File: config.mk
export PLATFORM = sky130hd
export DESIGN_NAME = instr_fetch_unit
export DESIGN_NICKNAME = d
export VERILOG_FILES = /design/src/rtl/rv32i_pkg.sv /design/src/rtl/fetch_addr_check.sv /design/src/rtl/instr_fetch_unit.sv
export SDC_FILE = /design/constraint.sdc
export NUM_CORES = 1
export LEC_CHECK = 0
export CORE_ASPECT_RATIO = 0.6
export CORE_MARGIN = 10
export CORE_UTILIZATION = 48
export CTS_CLUSTER_DIAMETER = 100
export DETAILED_ROUTE_END_ITERATION = 12
export PLACE_DENSITY = 0.86
export SYNTH_ARGS = -nofsm -noshare
export SYNTH_HDL_FRONTEND = slang
export SYNTH_SLANG_ARGS = --single-unit
File: constraint.sdc
create_clock -name clk -period 3.12 [get_ports clk]
set_clock_uncertainty 0.2 [all_clocks]
set_input_delay 0.78 -clock clk [delete_from_list [all_inputs] [get_ports clk]]
set_output_delay 0.78 -clock clk [all_outputs]
set_load 0.02 [all_outputs]
File: src/rtl/rv32i_pkg.sv
// Shared RV32I front-end definitions: fetch FSM states, the instruction
// encodings the fetch stage reacts to, and fetch fault codes.
package rv32i_pkg;

    typedef enum logic [2:0] {
        S_IDLE,
        S_CHECK,
        S_REQ,
        S_WAIT,
        S_DONE,
        S_RELEASE,
        S_HALTED
    } fetch_state_e;

    localparam logic [31:0] NOP       = 32'h0000_0013;
    localparam logic [31:0] ECALL     = 32'h0000_0073;
    localparam logic [31:0] EBREAK    = 32'h0010_0073;
    localparam logic [6:0]  OPC_FENCE = 7'b0001111;

    localparam logic [1:0] FLT_NONE     = 2'b00;
    localparam logic [1:0] FLT_MISALIGN = 2'b01;
    localparam logic [1:0] FLT_RANGE    = 2'b10;
    localparam logic [1:0] FLT_TIMEOUT  = 2'b11;

    localparam logic [31:0] IMEM_BASE_DEFAULT = 32'h0100_0000;

    // Instructions that stop the core: ECALL, EBREAK and any FENCE variant.
    function automatic logic is_halt_instr(input logic [31:0] i);
        return (i == ECALL) || (i == EBREAK) || (i[6:0] == OPC_FENCE);
    endfunction

endpackage

File: src/rtl/fetch_addr_check.sv
// Combinational address qualification for a word-addressed memory window:
// alignment, window bounds and the word index inside the window.
// Shared between the instruction fetch path and the data-memory path.
module fetch_addr_check
    import rv32i_pkg::*;
#(
    parameter logic [31:0] IMEM_BASE  = IMEM_BASE_DEFAULT,
    parameter int          IMEM_WORDS = 512
) (
    input  logic [31:0]                   pc,
    output logic                          misaligned,
    output logic                          out_of_range,
    output logic [$clog2(IMEM_WORDS)-1:0] word_index
);

    localparam int AW = $clog2(IMEM_WORDS);

    // 33-bit upper bound so BASE + size can never wrap past 2^32.
    localparam logic [32:0] LIMIT = {1'b0, IMEM_BASE} + (33'(IMEM_WORDS) * 33'd4);

    assign misaligned   = |pc[1:0];
    assign out_of_range = ({1'b0, pc} < {1'b0, IMEM_BASE}) || ({1'b0, pc} >= LIMIT);
    // Unsigned 32-bit offset; only meaningful when out_of_range is low.
    assign word_index   = AW'((pc - IMEM_BASE) >> 2);

endmodule

File: src/rtl/instr_fetch_unit.sv
// Instruction fetch stage: qualifies the PC, performs one instruction-memory
// read over a req/gnt + rvalid handshake, latches the instruction, pulses
// instr_fetched and raises a sticky halt on halting instructions or faults.
// Optional build macro: FETCH_TIMEOUT_EN adds a read timeout (fault 2'b11).
module instr_fetch_unit
    import rv32i_pkg::*;
#(
    parameter logic [31:0] IMEM_BASE  = IMEM_BASE_DEFAULT,
    parameter int          IMEM_WORDS = 512,
    parameter int          RD_TIMEOUT = 16
) (
    input  logic                          clk,
    input  logic                          rst_n,
    input  logic                          instrfetch,
    input  logic [31:0]                   pc,
    output logic                          imem_req,
    output logic [$clog2(IMEM_WORDS)-1:0] imem_addr,
    input  logic                          imem_gnt,
    input  logic                          imem_rvalid,
    input  logic [31:0]                   imem_rdata,
    output logic [31:0]                   instr,
    output logic                          instr_fetched,
    output logic [1:0]                    fetch_fault,
    output logic                          halt
);

    localparam int AW = $clog2(IMEM_WORDS);

    fetch_state_e  state, state_nxt;
    logic [31:0]   pc_q;
    logic [31:0]   instr_q;
    logic [AW-1:0] addr_q;
    logic [1:0]    fault_q;
    logic          halt_q;

    logic          misaligned, out_of_range;
    logic [AW-1:0] word_index;

    logic          load_pc, load_addr, capture, set_halt;
    logic [1:0]    fault_set;
    logic          tmo_hit;

    fetch_addr_check #(
        .IMEM_BASE  (IMEM_BASE),
        .IMEM_WORDS (IMEM_WORDS)
    ) u_addr_check (
        .pc           (pc_q),
        .misaligned   (misaligned),
        .out_of_range (out_of_range),
        .word_index   (word_index)
    );

`ifdef FETCH_TIMEOUT_EN
    localparam int TW = $clog2(RD_TIMEOUT + 1);
    logic [TW-1:0] tmo_cnt;

    // Read timeout counter: cleared on REQ entry, counts every REQ/WAIT cycle.
    always_ff @(posedge clk) begin
        if (!rst_n)
            tmo_cnt <= '0;
        else if (load_addr)
            tmo_cnt <= '0;
        else if (state == S_REQ || state == S_WAIT)
            tmo_cnt <= tmo_cnt + 1'b1;
    end

    // Last waiting cycle: the counter reaches RD_TIMEOUT on the next edge.
    assign tmo_hit = (tmo_cnt == TW'(RD_TIMEOUT - 1));
`else
    assign tmo_hit = 1'b0;
`endif

    // State register.
    always_ff @(posedge clk) begin
        if (!rst_n)
            state <= S_IDLE;
        else
            state <= state_nxt;
    end

    // Next-state decode and per-state strobes.
    always_comb begin
        // NOTE: every output gets a default before the case, so no path can infer a latch.
        state_nxt     = state;
        imem_req      = 1'b0;
        instr_fetched = 1'b0;
        load_pc       = 1'b0;
        load_addr     = 1'b0;
        capture       = 1'b0;
        set_halt      = 1'b0;
        fault_set     = FLT_NONE;
        unique case (state)
            S_IDLE: begin
                if (instrfetch && !halt_q) begin
                    load_pc   = 1'b1;
                    state_nxt = S_CHECK;
                end
            end
            S_CHECK: begin
                if (misaligned) begin
                    fault_set = FLT_MISALIGN;
                    state_nxt = S_HALTED;
                end else if (out_of_range) begin
                    fault_set = FLT_RANGE;
                    state_nxt = S_HALTED;
                end else begin
                    load_addr = 1'b1;
                    state_nxt = S_REQ;
                end
            end
            S_REQ: begin
                imem_req = 1'b1;
                if (imem_gnt && imem_rvalid) begin
                    capture   = 1'b1;
                    state_nxt = S_DONE;
                end else if (imem_gnt) begin
                    state_nxt = S_WAIT;
                end else if (tmo_hit) begin
                    fault_set = FLT_TIMEOUT;
                    state_nxt = S_HALTED;
                end
            end
            S_WAIT: begin
                if (imem_rvalid) begin
                    capture   = 1'b1;
                    state_nxt = S_DONE;
                end else if (tmo_hit) begin
                    fault_set = FLT_TIMEOUT;
                    state_nxt = S_HALTED;
                end
            end
            S_DONE: begin
                instr_fetched = 1'b1;
                set_halt      = is_halt_instr(instr_q);
                state_nxt     = S_RELEASE;
            end
            S_RELEASE: begin
                if (!instrfetch)
                    state_nxt = S_IDLE;
            end
            S_HALTED: state_nxt = S_HALTED;
            default:  state_nxt = S_IDLE;
        endcase
    end

    // Datapath registers: fetch address, instruction latch, sticky fault/halt.
    always_ff @(posedge clk) begin
        // NOTE: sequential state uses non-blocking assignments so every register samples pre-edge values.
        if (!rst_n) begin
            pc_q    <= IMEM_BASE;
            instr_q <= NOP;
            addr_q  <= '0;
            fault_q <= FLT_NONE;
            halt_q  <= 1'b0;
        end else begin
            if (load_pc)
                pc_q <= pc;
            if (load_addr)
                addr_q <= word_index;
            if (capture)
                instr_q <= imem_rdata;
            if (fault_set != FLT_NONE) begin
                fault_q <= fault_set;
                halt_q  <= 1'b1;
            end
            if (set_halt)
                halt_q <= 1'b1;
        end
    end

    assign imem_addr   = addr_q;
    assign instr       = instr_q;
    assign fetch_fault = fault_q;
    assign halt        = halt_q;

endmodule

## After elaboration in Yosys (flattened, before gate mapping)

Index checks and enable logic that the tools add are counted.

- Input port bits: 69
- Flip-flop bits (word level): 79

- Mux-type cells: 24
- Eq/ne operators: 13
- Add/sub/neg operators: 1
- $lt $le $gt $ge: 2
- Reduce and logical (&&, ||, !) cells: 11

Operators by type and width:

| kind | number |
|---|---|
| $eq A32 B21 Y1 const B | 1 |
| $eq A32 B7 Y1 const B | 1 |
| $ge A32 B25 Y1 const B | 1 |
| $lt A32 B25 Y1 const B | 1 |
| $mux W3 | 7 |
| $pmux W3 S7 | 1 |
| $mux W1 | 12 |
| $sub A11 B1 Y11 const B | 1 |
| $eq A3 B3 Y1 const B | 3 |
| $eq A7 B4 Y1 const B | 1 |
| $eq A3 B2 Y1 const B | 2 |
| $mux W2 | 3 |
| $ne A2 B2 Y1 const B | 3 |
| $reduce_and A4 Y1 | 1 |
| $reduce_bool A2 Y1 | 2 |
| $eq A3 B1 Y1 const B | 1 |
| $logic_not A3 Y1 | 1 |
| $logic_or A1 B1 Y1 | 3 |
| $ne A3 B3 Y1 const B | 1 |
| $logic_and A1 B1 Y1 | 2 |
| $pmux W1 S2 | 1 |
| $reduce_or A2 Y1 | 1 |
| $logic_not A1 Y1 | 1 |

## Logic depth before layout (Yosys ltp)

Gate-level depths: netlist (run 1).

- Depth after elaboration: 8
- Gate-level depth with buffers: 8
- Depth with buffers taken out: 5

## By module

A second synthesis (run 1) with hierarchy kept.

- Cell total of the unflattened synthesis: 398
- Area, all modules: 3,301.9 µm²

By module, submodules not included:

| module | cells an instance | area each (µm²) | instances | seq. area each (µm²) |
|---|---|---|---|---|
| instr_fetch_unit | 381 | 3,174.3 | 1 | 1,581.5 |
| fetch_addr_check | 17 | 127.6 | 1 | 0.0 |

## Least setup slack after synthesis (run 1)

Ideal clock, no wire load.

- Kind: flip-flop to output port
- From: register state[2]
- To: output instr_fetched
- Stages on the path, launching flop included: 3
- Arrival time: 1,001 ps
- Setup slack: 1,139 ps
- Buffers on the path: 0
- Cell sequence: dfxtp_1 -> inv_1 -> nor3_1

- Word-level cells in the longest chain between the ends: 2

RTL lines:

| element | line | RTL |
|---|---|---|
| from (decl) | instr_fetch_unit.sv:29 | `fetch_state_e state, state_nxt;` |
| from (signal assigned) | instr_fetch_unit.sv:78 | `state <= state_nxt;` |
| $eq A3 B3 Y1 | instr_fetch_unit.sv:92 | `unique case (state)` |
| $mux W1 | instr_fetch_unit.sv:92 |  |
| to (decl) | instr_fetch_unit.sv:22 | `output logic instr_fetched,` |

Every way passes these cells.

## Final worst setup path (run 1)

Same ends and word-level chain as after synthesis.

==> results.py, run 1 <==
metrics = {
    "worst_setup_path": {
        "slowest_delay_ns": 0.69,
        "crit_cells": 3,
        "critPathLaunchType": "flop",
        "arrival_ns": 1.87,
        "cp-end-kind": "primary output",
        "r2r_start": "pc_q[20]",
        "ff2ff_path_depth": 5,
        "path_buf_inv": 2,
        "crit_chain": "inv_1, nor3_1, clkdlybuf4s50_1",
        "required_ns": 2.14,
        "crit_start": "state[2]",
        "crit_type": "flop to primary output",
        "crit_family": "buffers and inverters",
        "crit_path_top_delay_cell": "clkdlybuf4s50_1",
        "path_max_fanout": 7,
    },
    "clocking": {
        "cts.sinks": 79,
        "cts_max_level": 3,
        "cts_post_setup_buffers_inserted": 0,
        "clk_path_buf_depth": 2,
        "cts_tree": "done",
        "cts_made_buffers": 9,
        "cts_resized": 0,
        "cts_root_buf": "clkbuf_8",
        "clock_latency_ns": 0.35,
        "cts_hold_buf": 0,
        "path_clk_slew_ns": 0.07,
    },
    "finish": {
        "drive_gt1_frac": 0.0548,
        "final_cells": 577,
        "post-route-util": 0.733,
        "areaGrowthSynthToFinish_pct": 44.0,
        "stdcell_area_mm2": 0.00460,
        "num_antenna_cells": 0,
        "layout.nets": 558,
    },
    "run_status": {
        "outcome": "finished, final reports clean",
    },
    "placed_design": {
        "placed_area_mm2": 0.00440,
        "post-place-ws_ns": 0.566,
        "dp_cells": 562,
        "io_buffers": 114,
        "hpwl_mm": 6.76,
        "gp_congestion": 0.805,
    },
    "timing": {
        "fmax_mhz": 351,
        "finalWorstSetupSlack_ns": 0.273,
        "tightest_slew_ns": 0.525,
        "relSlewSlack": 0.649,
        "tns_ns": 0,
        "rsz0062_at_grt": "false",
        "post-route-period-util": 0.913,
        "fin_crit_ns": 2.85,
        "hold_viol": 0,
        "slew_viol_final": 0,
        "setup_viol": 0,
    },
    "drt": {
        "via_per_inst": 5.09,
        "num_vias": 2935,
        "wire_per_inst_um": 15.8,
        "drt-total-wl_mm": 9.11,
        "drt_iter0_markers": 203,
        "firstDrtPassIters": 5,
        "final_antenna_net_count": 0,
        "drc": 0,
    },
    "global_route": {
        "grt_pass1_vias": 2827,
        "grt_use_total": 0.170,
        "grt_max_degree": 35,
        "antenna_found_initial": 0,
        "grt_pass1_wl_mm": 14.7,
        "overflow": 0,
    },
    "min_path": {
        "hold_path.class": "flop to flop",
        "min_from": "pc_q[0]",
        "whs_path_depth": 2,
    },
    "floorplan": {
        "die_h_um": 83.2,
        "die_area_mm2": 0.0104,
        "rows": 22,
        "initial_core_util": 0.509,
        "fp.coreArea_mm2": 0.00628,
        "die_w_um": 125,
        "io_pins": 115,
    },
    "synth": {
        "syn_area_mm2": 0.00319,
        "syn_nets": 450,
        "avgSynthCellArea_um2": 8.38,
        "ys.warnings.count": 0,
        "synth_top_area_cell": "dfxtp_1",
        "syn_inst": 381,
        "yosys-top-cells-area": "dfxtp_1, nand2_1, a21boi_0, mux2i_1, a21boi_1",
        "yosysTopAreaCellShare": 0.495,
        "ys_ff_latch": 79,
        "yosysSeqAreaShare": 0.495,
        "ys_types": 33,
    },
    "pwr": {
        "cellLeakagePower_nw": 1.71,
        "powerDensity_mw_per_mm2": 708,
        "irDropWorstVdd_v": 0.000362,
    },
    "job": {
        "maxCapViolations": 0,
    },
}
[area by class of cell]
| class | instances | area (µm²) |
|---|---|---|
| Timing Repair Buffer | 122 | 1210 |
| Inverter | 2 | 7.51 |
| Fill cell | 510 | 1680 |
| Tap cell | 84 | 105 |
| Multi-Input combinational cell | 275 | 1500 |
| Clock buffer | 12 | 155 |
| Clock inverter | 3 | 42.5 |
| Sequential cell | 79 | 1580 |
[worst reg2reg max path: stages, from the launching register on]
cell      delay [ns]
dfxtp_1         0.32
or4_4           0.54
nor4_4          0.20
nand3b_1        0.16
o211a_1         0.24
o211a_1         0.22
[synth_stat cells (all sizes together)]
master	instances
o211a	2
inv	2
nor3	4
a21oi	3
o21ai	4
a32oi	1
nand2	138
and3	1
or4	1
dfxtp	79
and2	3
nor2	10
buf	12
o2111ai	1
nand3	7
nor4	8
nand3b	2
nand2b	1
nand4	3
mux2i	9
nor2b	9
o21bai	1
o221a	1
clkbuf	13
a31oi	1
nor4b	2
a21boi	62
nand4b	1
[per-stage QoR]
step | total power [mW] | hold slack [ns]
detailed placement | 2.52 | 0.252
floorplan | 2.07 | 0.232
CTS | 3.28 | 0.263
finish | 3.26 | 0.261
global placement | 2.49 | 0.243
global route | 3.47 | 0.287
[path summary, 6_finish.rpt]
| path | to | slack, ns |
|---|---|---|
| worst max-delay path | instr_fetched | 0.27 |
| worst min-delay path | pc_q[0] | 0.26 |
| worst max register to register | state[2] | 1.15 |
| worst min register to register | pc_q[0] | 0.26 |
[sequential cells by signal, summed over array words and instances, names as in the netlist]
name / count
instr: 32
imem_addr: 9
pc_q: 32
fetch_fault: 2
state: 3
halt: 1
[cells by family after synthesis]
family | share of synthesized area
multiplexers | 0.0282
AO/OA/AOI/OAI | 0.176
flip-flops | 0.495
AND/OR/NAND/NOR | 0.263
buffers and inverters | 0.0372
[routing by layer]
| layer | wire length, µm | GRT usage |
|---|---|---|
| met4 | 116 | 0.0663 |
| met2 | 4170 | 0.261 |
| met1 | 4260 | 0.213 |
| met3 | 552 | 0.0596 |
| met5 | 0 | 0 |
[power by group]
| part | switching, mW | leakage [nW] | total, mW | internal [mW] |
|---|---|---|---|---|
| clock | 0.351 | 0.0985 | 0.758 | 0.408 |
| sequential | 0.154 | 0.642 | 1.35 | 1.20 |
| combinational | 0.626 | 0.970 | 1.15 | 0.520 |
| total | 1.13 | 1.71 | 3.26 | 2.13 |
[cells in the final DEF, fill, tap and decap left out, types with 2 or more instances in the layout]
cell,n
o21ai_0,4
nor2b_1,9
clkbuf_8,11
a21boi_0,52
a21oi_1,3
nor3_1,3
and2_1,3
nand4_1,3
a21boi_1,10
clkdlybuf4s50_1,113
nor2_1,10
mux2i_1,9
nand3_1,7
nor4_1,7
inv_1,2
o211a_1,2
nand2_1,138
nor4b_1,2
buf_4,7
dfxtp_1,79
nand3b_1,2
(Power assumes the default switching activity.)
==> inputs of run 2 (changes only) <==
--- a/constraint.sdc
+++ b/constraint.sdc
@@ -4,2 +4,2 @@
 set_output_delay 0.78 -clock clk [all_outputs]
-set_load 0.02 [all_outputs]
+set_load 0.05 [all_outputs]
==> run 2 against run 1 <==
- via count down 0.10%
- first-iteration DRC count down 8.4%
- non-clock buffer count unchanged
- power up 1.3%
- sequential power about the same
- final area down 0.76%
- sequential share of layout area up 0.26 points
- final cell count up 0.17%
- combinational power up 10%
- worst hold slack worse by 0.0024 ns
- critical path type unchanged
- highest routed layer unchanged
==> results.py, run 2 (synthesis gave the netlist of run 1 again) <==
metrics = {
    "clocking": {
        "cts_made_buffers": 9,
        "clk_path_buf_depth": 2,
        "cts_post_setup_buffers_inserted": 0,
        "path_clk_slew_ns": 0.07,
        "cts_tree": "done",
        "cts.sinks": 79,
        "cts_root_buf": "clkbuf_8",
        "clock_latency_ns": 0.35,
        "cts_max_level": 3,
    },
    "worst_setup_path": {
        "r2r_start": "pc_q[20]",
        "critPathLaunchType": "flop",
        "crit_start": "state[2]",
        "reg2reg_slack_ns": 0.70,
        "ff2ff_path_depth": 5,
        "crit_type": "flop to primary output",
        "r2r-end": "imem_addr[4]",
        "cp-end-kind": "primary output",
        "path_max_fanout": 7,
        "arrival_ns": 1.72,
        "required_ns": 2.14,
    },
    "drt": {
        "wire_per_inst_um": 15.5,
        "final_antenna_net_count": 0,
        "via_per_inst": 5.07,
        "drt-total-wl_mm": 8.98,
        "num_vias": 2932,
        "drc": 0,
        "firstDrtPassIters": 5,
        "drt_iter0_markers": 186,
    },
    "finish": {
        "layout.nets": 558,
        "fill_cells": 485,
        "post-route-util": 0.727,
        "stdcell_area_mm2": 0.00456,
        "final_common_cell": "nand2_1",
        "mostFrequentLayoutCells": "nand2_1, clkdlybuf4s50_1, dfxtp_1",
        "num_antenna_cells": 0,
        "final_cells": 578,
        "areaGrowthSynthToFinish_pct": 42.9,
        "drive_gt1_frac": 0.0486,
    },
    "global_route": {
        "antenna_found_initial": 0,
        "grt_max_degree": 44,
        "overflow": 0,
        "grt_pass1_vias": 2765,
        "grt_pass1_wl_mm": 14.1,
        "grt_use_total": 0.165,
    },
    "timing": {
        "fmax_mhz": 371,
        "relSlewSlack": 0.536,
        "slew_viol_final": 0,
        "setup_viol": 0,
        "rsz0062_at_grt": "false",
        "fin_crit_ns": 2.70,
        "hold_slack_ns": 0.259,
        "finalWorstSetupSlack_ns": 0.422,
        "tightest_slew_ns": 0.693,
        "post-route-period-util": 0.865,
        "tns_ns": 0,
        "hold_viol": 0,
    },
    "pwr": {
        "p_int_mw": 2.03,
        "p_switching_mw": 1.26,
        "seq_power_share": 0.410,
        "power_frac_comb": 0.386,
        "p_clk_frac": 0.203,
        "cellLeakagePower_nw": 1.73,
        "p_total_mw": 3.30,
        "swShare": 0.383,
        "irDropWorstVdd_v": 0.000474,
        "powerDensity_mw_per_mm2": 723,
    },
    "placed_design": {
        "dp_cells": 562,
        "hpwl_mm": 6.73,
        "post-place-ws_ns": 0.461,
        "gp_congestion": 0.869,
        "io_buffers": 114,
        "placed_area_mm2": 0.00439,
    },
    "floorplan": {
        "fp.coreArea_mm2": 0.00628,
        "rows": 22,
        "die_h_um": 83.2,
        "die_area_mm2": 0.0104,
        "io_pins": 115,
        "initial_core_util": 0.509,
        "die_w_um": 125,
    },
    "job": {
        "maxCapViolations": 0,
    },
    "min_path": {
        "hold_path.class": "flop to flop",
        "whs_endpoint": "pc_q[0]",
        "min_from": "pc_q[0]",
        "whs_path_depth": 2,
    },
    "run_status": {
        "outcome": "finished, final reports clean",
    },
}
run 2: metal layers:
metal | vias up | GRT usage | wire, µm
li1 | 1485 | - | -
met1 | 1344 | 0.201 | 4130
met2 | 91 | 0.253 | 4060
met3 | 12 | 0.0755 | 665
met4 | 0 | 0.0538 | 121
met5 | - | 0 | 0
run 2: repair_timing:
item,in CTS,in global routing
hold endpoints to repair,0,0
hold buffers,0,0
gates resized for setup,0,2
setup endpoints to repair,0,2
run 2: worst max-delay path: stages (launching register included):
cell,delay (ns)
dfxtp_1,0.48
inv_1,0.13
nor3_1,0.26
dlymetal6s2s_1,0.49
run 2: power groups by stage:
stage                     Sequential (mW)  Combinational, mW  Clock [mW]
after floorplan                      1.51              0.708           0
after global placement               1.36               1.25           0
final                                1.35               1.27       0.670
after CTS                            1.35               1.28       0.690
after global routing                 1.38               1.38       0.731
after detailed placement             1.37               1.28           0
run 2: how the worst max path moves through the flow:
stage | to | depth (start not counted) | slack, ns
3_5_place_dp | imem_req | 3 | 0.46
4_1_cts | instr_fetched | 3 | 0.05
2_1_floorplan | instr_fetched | 2 | 0.55
6_report | instr_fetched | 3 | 0.42
3_3_place_gp | imem_req | 3 | 0.51
5_1_grt | instr_fetched | 3 | 0.34
run 2: layout make-up:
type	instances	area, µm²	share of cell area
Clock buffer	16	170	0.0373
Inverter	2	7.51	0.00164
Multi-Input combinational cell	275	1500	0.328
Sequential cell	79	1580	0.346
Tap cell	84	105	0.0230
Timing Repair Buffer	122	1200	0.263
